### config.mk
export PLATFORM = sky130hd
export DESIGN_NAME = cc_top
export DESIGN_NICKNAME = d
export VERILOG_FILES = /design/src/rtl/cc_pkg.sv /design/src/rtl/cc_apb_regs.sv /design/src/rtl/cc_top.sv
export SDC_FILE = /design/constraint.sdc
export NUM_CORES = 1
export LEC_CHECK = 0
export CAP_MARGIN = 10
export CORE_AREA = 2 2 541 543
export DETAILED_ROUTE_END_ITERATION = 10
export DIE_AREA = 0 0 543 545
export HOLD_SLACK_MARGIN = 0.03
export SYNTH_ARGS = -nofsm -noshare
export SYNTH_HDL_FRONTEND = slang
export SYNTH_SLANG_ARGS = --single-unit
### constraint.sdc
create_clock -name clk -period 6.6 [get_ports clk]
set_input_delay 1.32 -clock clk [delete_from_list [all_inputs] [get_ports clk]]
set_output_delay 1.32 -clock clk [all_outputs]
set_load 0.05 [all_outputs]
### src/rtl/cc_pkg.sv
// Shared encodings, geometry and FSM state type for the read-only
// direct-mapped cache controller.
package cc_pkg;

  localparam int unsigned CC_IDX_W = 9;
  localparam int unsigned CC_TAG_W = 17;
  localparam int unsigned ID_W     = 4;
  localparam int unsigned WORDS    = 8;
  localparam int unsigned WORD_W   = 64;
  localparam int unsigned LINE_W   = WORDS * WORD_W;
  localparam int unsigned BEAT_W   = 3;

  localparam logic [BEAT_W-1:0] LAST_BEAT      = 3'd7;
  localparam logic [1:0]        AXI_BURST_WRAP = 2'b10;
  localparam logic [1:0]        AXI_RESP_OKAY  = 2'b00;
  localparam logic [3:0]        AXI_LEN_LINE   = 4'd7;
  localparam logic [2:0]        AXI_SIZE_8B    = 3'd3;

  typedef enum logic [2:0] {
    StIdle,
    StLookup,
    StHit,
    StMreq,
    StMdata,
    StFill
  } cc_state_e;

  typedef logic [WORDS-1:0][WORD_W-1:0] line_t;

endpackage

### src/rtl/cc_apb_regs.sv
// APB slave exposing a read-only IP version register at offset 0x000.
module cc_apb_regs #(
  parameter logic [31:0] IP_VER = 32'h0000_0000
) (
  input  logic        psel_i,
  input  logic        penable_i,
  input  logic        pwrite_i,
  input  logic [11:0] paddr_i,
  input  logic [31:0] pwdata_i,
  output logic        pready_o,
  output logic        pslverr_o,
  output logic [31:0] prdata_o
);

  // Writes have no effect and the read mux is address-only, so control is unused.
  logic unused_apb;
  assign unused_apb = ^{psel_i, penable_i, pwrite_i, pwdata_i};

  assign pready_o  = 1'b1;
  assign pslverr_o = 1'b0;
  assign prdata_o  = (paddr_i == 12'h000) ? IP_VER : 32'h0000_0000;

endmodule

### src/rtl/cc_top.sv
// Blocking read-only direct-mapped cache: 512 x 64 B lines, tag/data in external SRAM,
// critical-word-first 8 x 64b wrapping bursts on both AXI read ports.
module cc_top
  import cc_pkg::*;
#(
  parameter logic [31:0] IP_VER = 32'h0000_0000,
  parameter int unsigned IDX_W  = CC_IDX_W,
  parameter int unsigned TAG_W  = CC_TAG_W
) (
  input  logic              clk,
  input  logic              rst_n,
  // APB
  input  logic              psel_i,
  input  logic              penable_i,
  input  logic              pwrite_i,
  input  logic [11:0]       paddr_i,
  input  logic [31:0]       pwdata_i,
  output logic              pready_o,
  output logic              pslverr_o,
  output logic [31:0]       prdata_o,
  // Interconnect AXI read slave
  input  logic [ID_W-1:0]   inct_arid_i,
  input  logic [31:0]       inct_araddr_i,
  input  logic [3:0]        inct_arlen_i,
  input  logic [2:0]        inct_arsize_i,
  input  logic [1:0]        inct_arburst_i,
  input  logic              inct_arvalid_i,
  output logic              inct_arready_o,
  output logic [ID_W-1:0]   inct_rid_o,
  output logic [63:0]       inct_rdata_o,
  output logic [1:0]        inct_rresp_o,
  output logic              inct_rlast_o,
  output logic              inct_rvalid_o,
  input  logic              inct_rready_i,
  // Memory AXI read master
  output logic [ID_W-1:0]   mem_arid_o,
  output logic [31:0]       mem_araddr_o,
  output logic [3:0]        mem_arlen_o,
  output logic [2:0]        mem_arsize_o,
  output logic [1:0]        mem_arburst_o,
  output logic              mem_arvalid_o,
  input  logic              mem_arready_i,
  input  logic [ID_W-1:0]   mem_rid_i,
  input  logic [63:0]       mem_rdata_i,
  input  logic [1:0]        mem_rresp_i,
  input  logic              mem_rlast_i,
  input  logic              mem_rvalid_i,
  output logic              mem_rready_o,
  // Tag/data SRAM
  output logic              rden_o,
  output logic [IDX_W-1:0]  raddr_o,
  input  logic [TAG_W:0]    rdata_tag_i,
  input  logic [LINE_W-1:0] rdata_data_i,
  output logic              wren_o,
  output logic [IDX_W-1:0]  waddr_o,
  output logic [TAG_W:0]    wdata_tag_o,
  output logic [LINE_W-1:0] wdata_data_o
);

  cc_apb_regs #(
    .IP_VER (IP_VER)
  ) u_apb_regs (
    .psel_i    (psel_i),
    .penable_i (penable_i),
    .pwrite_i  (pwrite_i),
    .paddr_i   (paddr_i),
    .pwdata_i  (pwdata_i),
    .pready_o  (pready_o),
    .pslverr_o (pslverr_o),
    .prdata_o  (prdata_o)
  );

  // Burst shape is fixed by the interconnect, and the memory R id is implied by the
  // single outstanding request.
  logic unused_in;
  assign unused_in = ^{inct_arlen_i, inct_arsize_i, inct_arburst_i, inct_araddr_i[2:0], mem_rid_i};

  cc_state_e         state_q;
  logic [ID_W-1:0]   id_q;
  logic [TAG_W-1:0]  tag_q;
  logic [IDX_W-1:0]  idx_q;
  logic [BEAT_W-1:0] word_q;
  logic [BEAT_W-1:0] beat_q;
  line_t             line_q;

  logic [BEAT_W-1:0] cur_word;
  logic              hit;

  // Wrap within the line by relying on 3-bit overflow.
  assign cur_word = word_q + beat_q;
  assign hit      = rdata_tag_i[TAG_W] & (rdata_tag_i[TAG_W-1:0] == tag_q);

  always_ff @(posedge clk or negedge rst_n) begin
    if (!rst_n) begin
      state_q <= StIdle;
      id_q    <= '0;
      tag_q   <= '0;
      idx_q   <= '0;
      word_q  <= '0;
      beat_q  <= '0;
      line_q  <= '0;
    end else begin
      unique case (state_q)
        StIdle: begin
          if (inct_arvalid_i) begin
            id_q    <= inct_arid_i;
            tag_q   <= inct_araddr_i[6+IDX_W +: TAG_W];
            idx_q   <= inct_araddr_i[6 +: IDX_W];
            word_q  <= inct_araddr_i[5:3];
            beat_q  <= '0;
            state_q <= StLookup;
          end
        end
        StLookup: begin
          if (hit) begin
            line_q  <= rdata_data_i;
            state_q <= StHit;
          end else begin
            state_q <= StMreq;
          end
        end
        StHit: begin
          if (inct_rready_i) begin
            beat_q <= beat_q + 1'b1;
            if (beat_q == LAST_BEAT) state_q <= StIdle;
          end
        end
        StMreq: begin
          if (mem_arready_i) state_q <= StMdata;
        end
        StMdata: begin
          if (mem_rvalid_i && inct_rready_i) begin
            line_q[cur_word] <= mem_rdata_i;
            beat_q           <= beat_q + 1'b1;
            if (mem_rlast_i) state_q <= StFill;
          end
        end
        StFill: begin
          state_q <= StIdle;
        end
        default: state_q <= StIdle;
      endcase
    end
  end

  always_comb begin
    inct_arready_o = 1'b0;
    inct_rid_o     = '0;
    inct_rdata_o   = '0;
    inct_rresp_o   = '0;
    inct_rlast_o   = 1'b0;
    inct_rvalid_o  = 1'b0;
    mem_arid_o     = '0;
    mem_araddr_o   = '0;
    mem_arlen_o    = '0;
    mem_arsize_o   = '0;
    mem_arburst_o  = '0;
    mem_arvalid_o  = 1'b0;
    mem_rready_o   = 1'b0;
    rden_o         = 1'b0;
    raddr_o        = '0;
    wren_o         = 1'b0;
    waddr_o        = '0;
    wdata_tag_o    = '0;
    wdata_data_o   = '0;
    unique case (state_q)
      StIdle: begin
        inct_arready_o = 1'b1;
        // Launch the SRAM read in the accept cycle so LOOKUP sees the tag next cycle.
        if (inct_arvalid_i) begin
          rden_o  = 1'b1;
          raddr_o = inct_araddr_i[6 +: IDX_W];
        end
      end
      StHit: begin
        inct_rvalid_o = 1'b1;
        inct_rid_o    = id_q;
        inct_rdata_o  = line_q[cur_word];
        inct_rresp_o  = AXI_RESP_OKAY;
        inct_rlast_o  = (beat_q == LAST_BEAT);
      end
      StMreq: begin
        mem_arvalid_o = 1'b1;
        mem_arid_o    = id_q;
        mem_araddr_o  = {tag_q, idx_q, word_q, 3'b000};
        mem_arlen_o   = AXI_LEN_LINE;
        mem_arsize_o  = AXI_SIZE_8B;
        mem_arburst_o = AXI_BURST_WRAP;
      end
      StMdata: begin
        inct_rvalid_o = mem_rvalid_i;
        mem_rready_o  = inct_rready_i;
        inct_rid_o    = id_q;
        inct_rdata_o  = mem_rdata_i;
        inct_rresp_o  = mem_rresp_i;
        inct_rlast_o  = mem_rlast_i;
      end
      StFill: begin
        wren_o       = 1'b1;
        waddr_o      = idx_q;
        wdata_tag_o  = {1'b1, tag_q};
        wdata_data_o = line_q;
      end
      default: ;
    endcase
  end

endmodule

==> flow_metrics.env, run 1 <==
export IMPL_max_cap_violations=0
export IMPL_fp_row_count=198
export IMPL_nFillCells=31970
export IMPL_ys_flop_type="dfrtp_1"
export IMPL_num_vias=38060
export IMPL_grt_max_degree=157
export IMPL_p_leak_nw=20.46
export IMPL_fmax_mhz=155.3
export IMPL_crit_slowest_cell="fa_4"
export IMPL_wl_per_cell_um=37.06
export IMPL_drv_slew=0
export IMPL_reg2reg_to="line_q[87]$_DFFE_PN0P_"
export IMPL_drt_pass1_iterations=6
export IMPL_grt_ovfl_total=0
export IMPL_crit_chain="ha_4, inv_1, fa_4, nor2_2, nand2_4, buf_4, buf_4, o21ai_0, o31ai_1, clkdlybuf4s50_1"
export IMPL_postCtsHoldBufs=0
export IMPL_path_max_fanout=11
export IMPL_antenna_found_initial=112
export IMPL_ys_ff_latch=551
export IMPL_track_usage=0.2042
export IMPL_post_place_ws_ps=869.5
export IMPL_async_flop_share=1.000
export IMPL_worst_ep_required_time_ps=5280
export IMPL_ys_types=55
export IMPL_setup_ws_ps=158.9
export IMPL_setup_viol=0
export IMPL_path_class="reg2out"
export IMPL_port_buffers=1299
export IMPL_postPlaceCellArea_mm2=0.05111
export IMPL_netlist_instances=3407
export IMPL_worstPathArrival_ps=5120
export IMPL_worst_setup_path_start_kind="register"
export IMPL_synth_top_area_cell="dfrtp_1"
export IMPL_ctsRootBufferMaster="clkbuf_16"
export IMPL_crit_start="word_q[0]$_DFFE_PN0P_"
export IMPL_synth_commonest_cells="and2_1, dfrtp_1, a22oi_1, o2bb2ai_1, clkbuf_1"
export IMPL_intPower_w=0.01147
export IMPL_crit_path_frequent_cell="buf_4"
export IMPL_maxSlewHeadroom=0.1286
export IMPL_reg2reg_from="word_q[0]$_DFFE_PN0P_"
export IMPL_synth_warnings=0
export IMPL_synth_seq_area_share=0.4122
export IMPL_drive_gt1_frac=0.09836
export IMPL_cts_setup_buffers=0
export IMPL_drtIter0Drc=4112
export IMPL_hp_class="reg2reg"
export IMPL_nets=5222
export IMPL_drc=0
export IMPL_run_status="finished clean"
export IMPL_antenna_left=0
export IMPL_worstSetupEndpointType="output port"
export IMPL_chipHeight_um=545
export IMPL_pwr_density_cell_mw_per_mm2=458.0
export IMPL_synth_edf_count=0
export IMPL_io_pins=1403
export IMPL_utilization=0.1850
export IMPL_rrSetupSlack_ps=1740
export IMPL_yosys_area_top_type_share=0.4122
export IMPL_setup_tns_ps=0
export IMPL_gp_congestion=0.8930
export IMPL_cts_tree="yes"
export IMPL_switching_share=0.5336
export IMPL_rr_worst_depth=12
export IMPL_dieArea_mm2=0.2959
export IMPL_ir_worst_vdd_uv=356.4
export IMPL_cts_buffers=78
export IMPL_yosysMostFrequentCell="and2_1"
export IMPL_hold_slack_ps=507.5
export IMPL_worstSkewPairLatency_ps=770
export IMPL_synth_area_per_cell_um2=9.819
export IMPL_period_minus_slack_ps=6441
export IMPL_tightest_slew_ps=1297
export IMPL_coreArea_mm2=0.2901
export IMPL_clk_path_buf_depth=4
export IMPL_dieWidth_um=543
export IMPL_grt_pass1_wl_mm=399.3
export IMPL_path_clk_slew_ps=60
export IMPL_period_share=0.9759
export IMPL_rsz0062_at_grt="false"
export IMPL_comb_power_share=0.568
export IMPL_routed_via_density=4.474
export IMPL_area_delta_synth_final_pct=60.46
export IMPL_cts_max_level=3
export IMPL_final_hold_viol_count=0
export IMPL_synth_area_mm2=0.03345
export IMPL_wl_mm=315.3
export IMPL_seqPwrFrac=0.257
export IMPL_start_util=0.1153
export IMPL_max_stage_delay_ps=1050
export IMPL_cp_endpoint="inct_rdata_o[10]"
export IMPL_cts_num_sinks=551
export IMPL_synth_area_top_cells="dfrtp_1, o2bb2ai_1, a22oi_1"
export IMPL_switchingPower_w=0.01312
export IMPL_fin_skew_ps=36.06
export IMPL_first_global_vias=37420
export IMPL_final_area_mm2=0.05368
export IMPL_dp_hpwl_mm=248.4
export IMPL_p_clk_frac=0.175
## cell usage in the layout (no fill, tap or decap), types with 7 or more instances in the layout
master	Yosys	final
clkbuf_1	297	14
o2bb2ai_1	512	512
o21bai_1	9	9
nor3_1	34	30
o221ai_1	10	10
buf_12	0	29
o22a_1	7	7
and3_1	42	42
mux2i_1	53	53
or2_2	8	8
a21oi_4	1	8
a21o_1	18	18
nor2_1	43	36
a22oi_1	512	512
diode_2	0	42
a2111oi_0	15	14
o22ai_1	56	56
dfrtp_1	551	551
o21ai_0	72	72
a21oi_1	35	34
clkdlybuf4s50_1	0	1260
nor2b_1	15	12
nor3b_1	17	16
xor2_1	16	16
clkbuf_8	0	13
mux4_2	20	20
o31ai_1	25	25
nor2_4	0	9
buf_4	78	189
conb_1	2	40
and2_1	610	609
nand3_1	13	11
a211oi_1	20	20
mux2_2	41	41
nand2_1	77	72
a211o_1	17	17
clkinv_2	0	7
clkbuf_16	0	79
o211ai_1	10	10
## worst max-delay path, delay by kind of cell, from the launching register on
family,cells,cell delay (ps)
compound gates,2,520
fa+ha+maj,2,1200
buf+inv,4,1670
flops,1,440
simple gates,2,450
## cell type report
type	count	area, µm²	share of cell area
Antenna cell	42	105.1	0.001958
Clock buffer	106	2208	0.04114
Clock inverter	20	249.0	0.004638
Inverter	6	22.52	0.0004196
Multi-Input combinational cell	2400	17780	0.3312
Sequential cell	551	13790	0.2569
Tap cell	3900	4880	0.09090
Timing Repair Buffer	1482	14650	0.2729
## state kept, by name, indices dropped and copies added (netlist names)
| register | count |
|---|---|
| beat_q | 3 |
| id_q | 4 |
| line_q | 512 |
| idx_q | 9 |
| tag_q | 17 |
| state_q | 3 |
| word_q | 3 |
## through the flow
| stage | power (W) | std cells |
|---|---|---|
| after global placement | 0.02029 | 8339 |
| after floorplan | 0.01251 | 3445 |
| final | 0.02458 | 8507 |
| after detailed placement | 0.02032 | 8339 |
| after global routing | 0.02540 | 8478 |
| after CTS | 0.02472 | 8465 |
## metal layers
metal | vias up | GRT usage | wire length [µm]
li1 | 15110 | - | -
met1 | 19470 | 0.2476 | 125100
met2 | 2895 | 0.3044 | 133000
met3 | 530 | 0.1005 | 42580
met4 | 62 | 0.08458 | 14130
met5 | - | 0 | 392
## how the worst min path moves through the flow
stage                       startpoint                 endpoint  cells past startpoint
2_1_floorplan  line_q[208]$_DFFE_PN0P_  line_q[208]$_DFFE_PN0P_                      1
3_3_place_gp   line_q[274]$_DFFE_PN0P_  line_q[274]$_DFFE_PN0P_                      1
3_5_place_dp     line_q[5]$_DFFE_PN0P_    line_q[5]$_DFFE_PN0P_                      1
4_1_cts        line_q[391]$_DFFE_PN0P_  line_q[391]$_DFFE_PN0P_                      1
5_1_grt        line_q[450]$_DFFE_PN0P_  line_q[450]$_DFFE_PN0P_                      1
6_report       line_q[391]$_DFFE_PN0P_  line_q[391]$_DFFE_PN0P_                      1
## timing repair
| item | in CTS | in global routing |
|---|---|---|
| endpoints found under the hold margin | 0 | 0 |
| resized for setup | 2 | 0 |
| setup endpoints to repair | 2 | 0 |
## power groups by stage
stage / Combinational, W / Sequential [W] / Clock, W
3_3_place_gp: 0.0140 / 0.00631 / 0
5_1_grt: 0.0145 / 0.00641 / 0.00448
6_report: 0.0140 / 0.00632 / 0.00429
2_1_floorplan: 0.00721 / 0.00530 / 0
4_1_cts: 0.0141 / 0.00628 / 0.00438
3_5_place_dp: 0.0140 / 0.00632 / 0
## logic make-up (layout without fill, tap and decap cells)
logic type,after synthesis,count (layout),synth area share
muxes,114,114,0.04312
AOI/OAI and AO/OA,1345,1345,0.3136
xor gates and xnor gates,20,20,0.006919
other,2,82,0.0002245
adders and majority gates,4,4,0.001721
buffers and inverters,494,1614,0.06822
DFF,551,551,0.4122
and+or+nand+nor,877,877,0.1540
Power figures use the tool's default switching activity.
==> inputs of run 2 (changes only) <==
--- a/config.mk
+++ b/config.mk
@@ -10,6 +10,7 @@
 export DETAILED_ROUTE_END_ITERATION = 10
 export DIE_AREA = 0 0 543 545
 export HOLD_SLACK_MARGIN = 0.03
+export PLACE_DENSITY = 0.39
 export SYNTH_ARGS = -nofsm -noshare
 export SYNTH_HDL_FRONTEND = slang
 export SYNTH_SLANG_ARGS = --single-unit
==> run 2 against run 1 <==
Clock skew decreased by 9.9 ps; combinational power about the same; core utilization increased by 0.22 points; maximum frequency decreased by 0.25%; cell count decreased by 0.11%; register-to-register slack improved by 100 ps; sequential power about the same; flip-flop and latch count unchanged; total power about the same; non-clock buffer count decreased by 23; critical path type unchanged; largest cell class unchanged; largest power group unchanged; highest routed layer unchanged.
==> flow_metrics.env, run 2 (synthesis results as in run 1) <==
export IMPL_drive_gt1_frac=0.1497
export IMPL_fin_skew_ps=26.20
export IMPL_layout_common_cells="clkdlybuf4s50_1, and2_1, dfrtp_1"
export IMPL_period_minus_slack_ps=6457
export IMPL_period_share=0.9783
export IMPL_run_status="finished clean"
export IMPL_hp_class="reg2reg"
export IMPL_drv_slew=0
export IMPL_hold_slack_ps=505.4
export IMPL_dp_hpwl_mm=230.6
export IMPL_setup_viol=0
export IMPL_utilization=0.1872
export IMPL_fmax_mhz=154.9
export IMPL_final_hold_viol_count=0
export IMPL_tightest_slew_ps=1146
export IMPL_p_leak_nw=21.23
export IMPL_coreArea_mm2=0.2901
export IMPL_first_global_vias=37530
export IMPL_max_cap_violations=0
export IMPL_start_util=0.1153
export IMPL_regArea_mm2=0.01379
export IMPL_nFillCells=32140
export IMPL_wl_mm=303.9
export IMPL_multiInputGateArea_mm2=0.01779
export IMPL_routed_via_density=4.342
export IMPL_nets=5203
export IMPL_top_regs="line_q: 512 flops, tag_q: 17 flops, idx_q: 9 flops"
export IMPL_path_max_fanout=6
export IMPL_antenna_left=0
export IMPL_top_register="line_q"
export IMPL_drc=0
export IMPL_gp_congestion=0.8755
export IMPL_wl_per_cell_um=35.76
export IMPL_drtIter0Drc=3145
export IMPL_io_pins=1403
export IMPL_maxSlewHeadroom=0.2360
export IMPL_track_usage=0.1968
export IMPL_dieWidth_um=543
export IMPL_port_buffers=1299
export IMPL_cts_num_sinks=551
export IMPL_path_class="reg2out"
export IMPL_final_common_cell="clkdlybuf4s50_1"
export IMPL_ctsRootBufferMaster="clkbuf_16"
export IMPL_pwr_density_cell_mw_per_mm2=452.9
export IMPL_rsz0062_at_grt="false"
export IMPL_cts_buffers=82
export IMPL_grt_ovfl_total=0
export IMPL_largest_reg_flops=512
export IMPL_dieArea_mm2=0.2959
export IMPL_worstPathArrival_ps=5140
export IMPL_grt_pass1_wl_mm=390.2
export IMPL_fp_row_count=198
export IMPL_ir_worst_vdd_uv=575.8
export IMPL_worstSkewPairLatency_ps=770
export IMPL_worstSetupEndpointType="output port"
export IMPL_cts_max_level=3
export IMPL_grt_max_degree=138
export IMPL_num_vias=36900
export IMPL_cts_tree="yes"
export IMPL_antenna_found_initial=89
export IMPL_drt_pass1_iterations=5
export IMPL_area_delta_synth_final_pct=62.36
export IMPL_worst_setup_path_start_kind="register"
export IMPL_chipHeight_um=545
export IMPL_worst_ep_required_time_ps=5280
export IMPL_clk_path_buf_depth=4
export IMPL_setup_tns_ps=0
export IMPL_path_clk_slew_ps=50
==> run 2: cell count changes in the layout (fill, tap and decap cells not counted), sizes merged <==
cell	previous run	this run
clkinv	7	11
diode	42	41
clkdlybuf4s50	1260	1010
clkbuf	106	123
buf	222	448
clkinvlp	5	2
bufinv	5	3
==> run 2: per-stage QoR <==
| stage | area, µm² | worst slack (ps) | std cells | power (W) |
|---|---|---|---|---|
| detailed placement | 51590 | 713.7 | 8314 | 0.02028 |
| global route | 54250 | 40.28 | 8471 | 0.02553 |
| finish | 54310 | 143.0 | 8498 | 0.02460 |
| CTS | 54200 | 2.917 | 8456 | 0.02493 |
| global placement | 51570 | 345.4 | 8313 | 0.02024 |
| floorplan | 33600 | 1911 | 3445 | 0.01251 |
==> run 2: per-layer routing <==
metal  vias to the layer above  track usage  routed length, µm
met5                         -            0                203
met4                        30      0.07909              12340
met3                       401      0.06341              29370
met2                      2225       0.3044             133900
met1                     19180       0.2512             128000
li1                      15070            -                  -
==> run 2: cell type report <==
cell class | instances | share of cell area
clock buffer | 122 | 0.04409
inverter | 6 | 0.0004147
timing repair buffer | 1459 | 0.2787
antenna | 41 | 0.001889
sequential | 551 | 0.2539
multi-input combinational | 2400 | 0.3275
clock inverter | 19 | 0.003709
tap | 3900 | 0.08984
==> run 2: final timing paths <==
kind | startpoint | to | slack, ps | cells after the start
worst max-delay path | beat_q[0]$_DFFE_PN0P_ | inct_rdata_o[21] | 140 | 11
worst min-delay path | line_q[208]$_DFFE_PN0P_ | line_q[208]$_DFFE_PN0P_ | 510 | 1
worst max register to register | beat_q[0]$_DFFE_PN0P_ | line_q[254]$_DFFE_PN0P_ | 1840 | 12
worst min register to register | line_q[208]$_DFFE_PN0P_ | line_q[208]$_DFFE_PN0P_ | 510 | 1
max in group asynchronous | rst_n | line_q[381]$_DFFE_PN0P_ | 4540 | 2
min in group asynchronous | rst_n | line_q[242]$_DFFE_PN0P_ | 570 | 1
==> run 2: power breakdown <==
part / internal, W / switching (W)
clock network: 0.00262 / 0.00187
logic: 0.00439 / 0.00943
registers: 0.00462 / 0.00167
total: 0.0116 / 0.0130
==> run 2: timing repair <==
action | in CTS | in global routing
cloned | 0 | 0
setup endpoints to repair | 2 | 1
resized for setup | 1 | 1
hold buffers | 0 | 0
pin swaps | 1 | 0
buffers inserted | 1 | 0
==> run 2: worst max-delay path: stages (launching register included) <==
cell	delay, ps
dfrtp_1	420
ha_4	160
inv_1	40
fa_4	570
inv_1	230
xnor2_4	240
buf_16	250
buf_4	170
nand2_2	530
o22ai_1	200
o31ai_1	530
clkdlybuf4s50_1	950
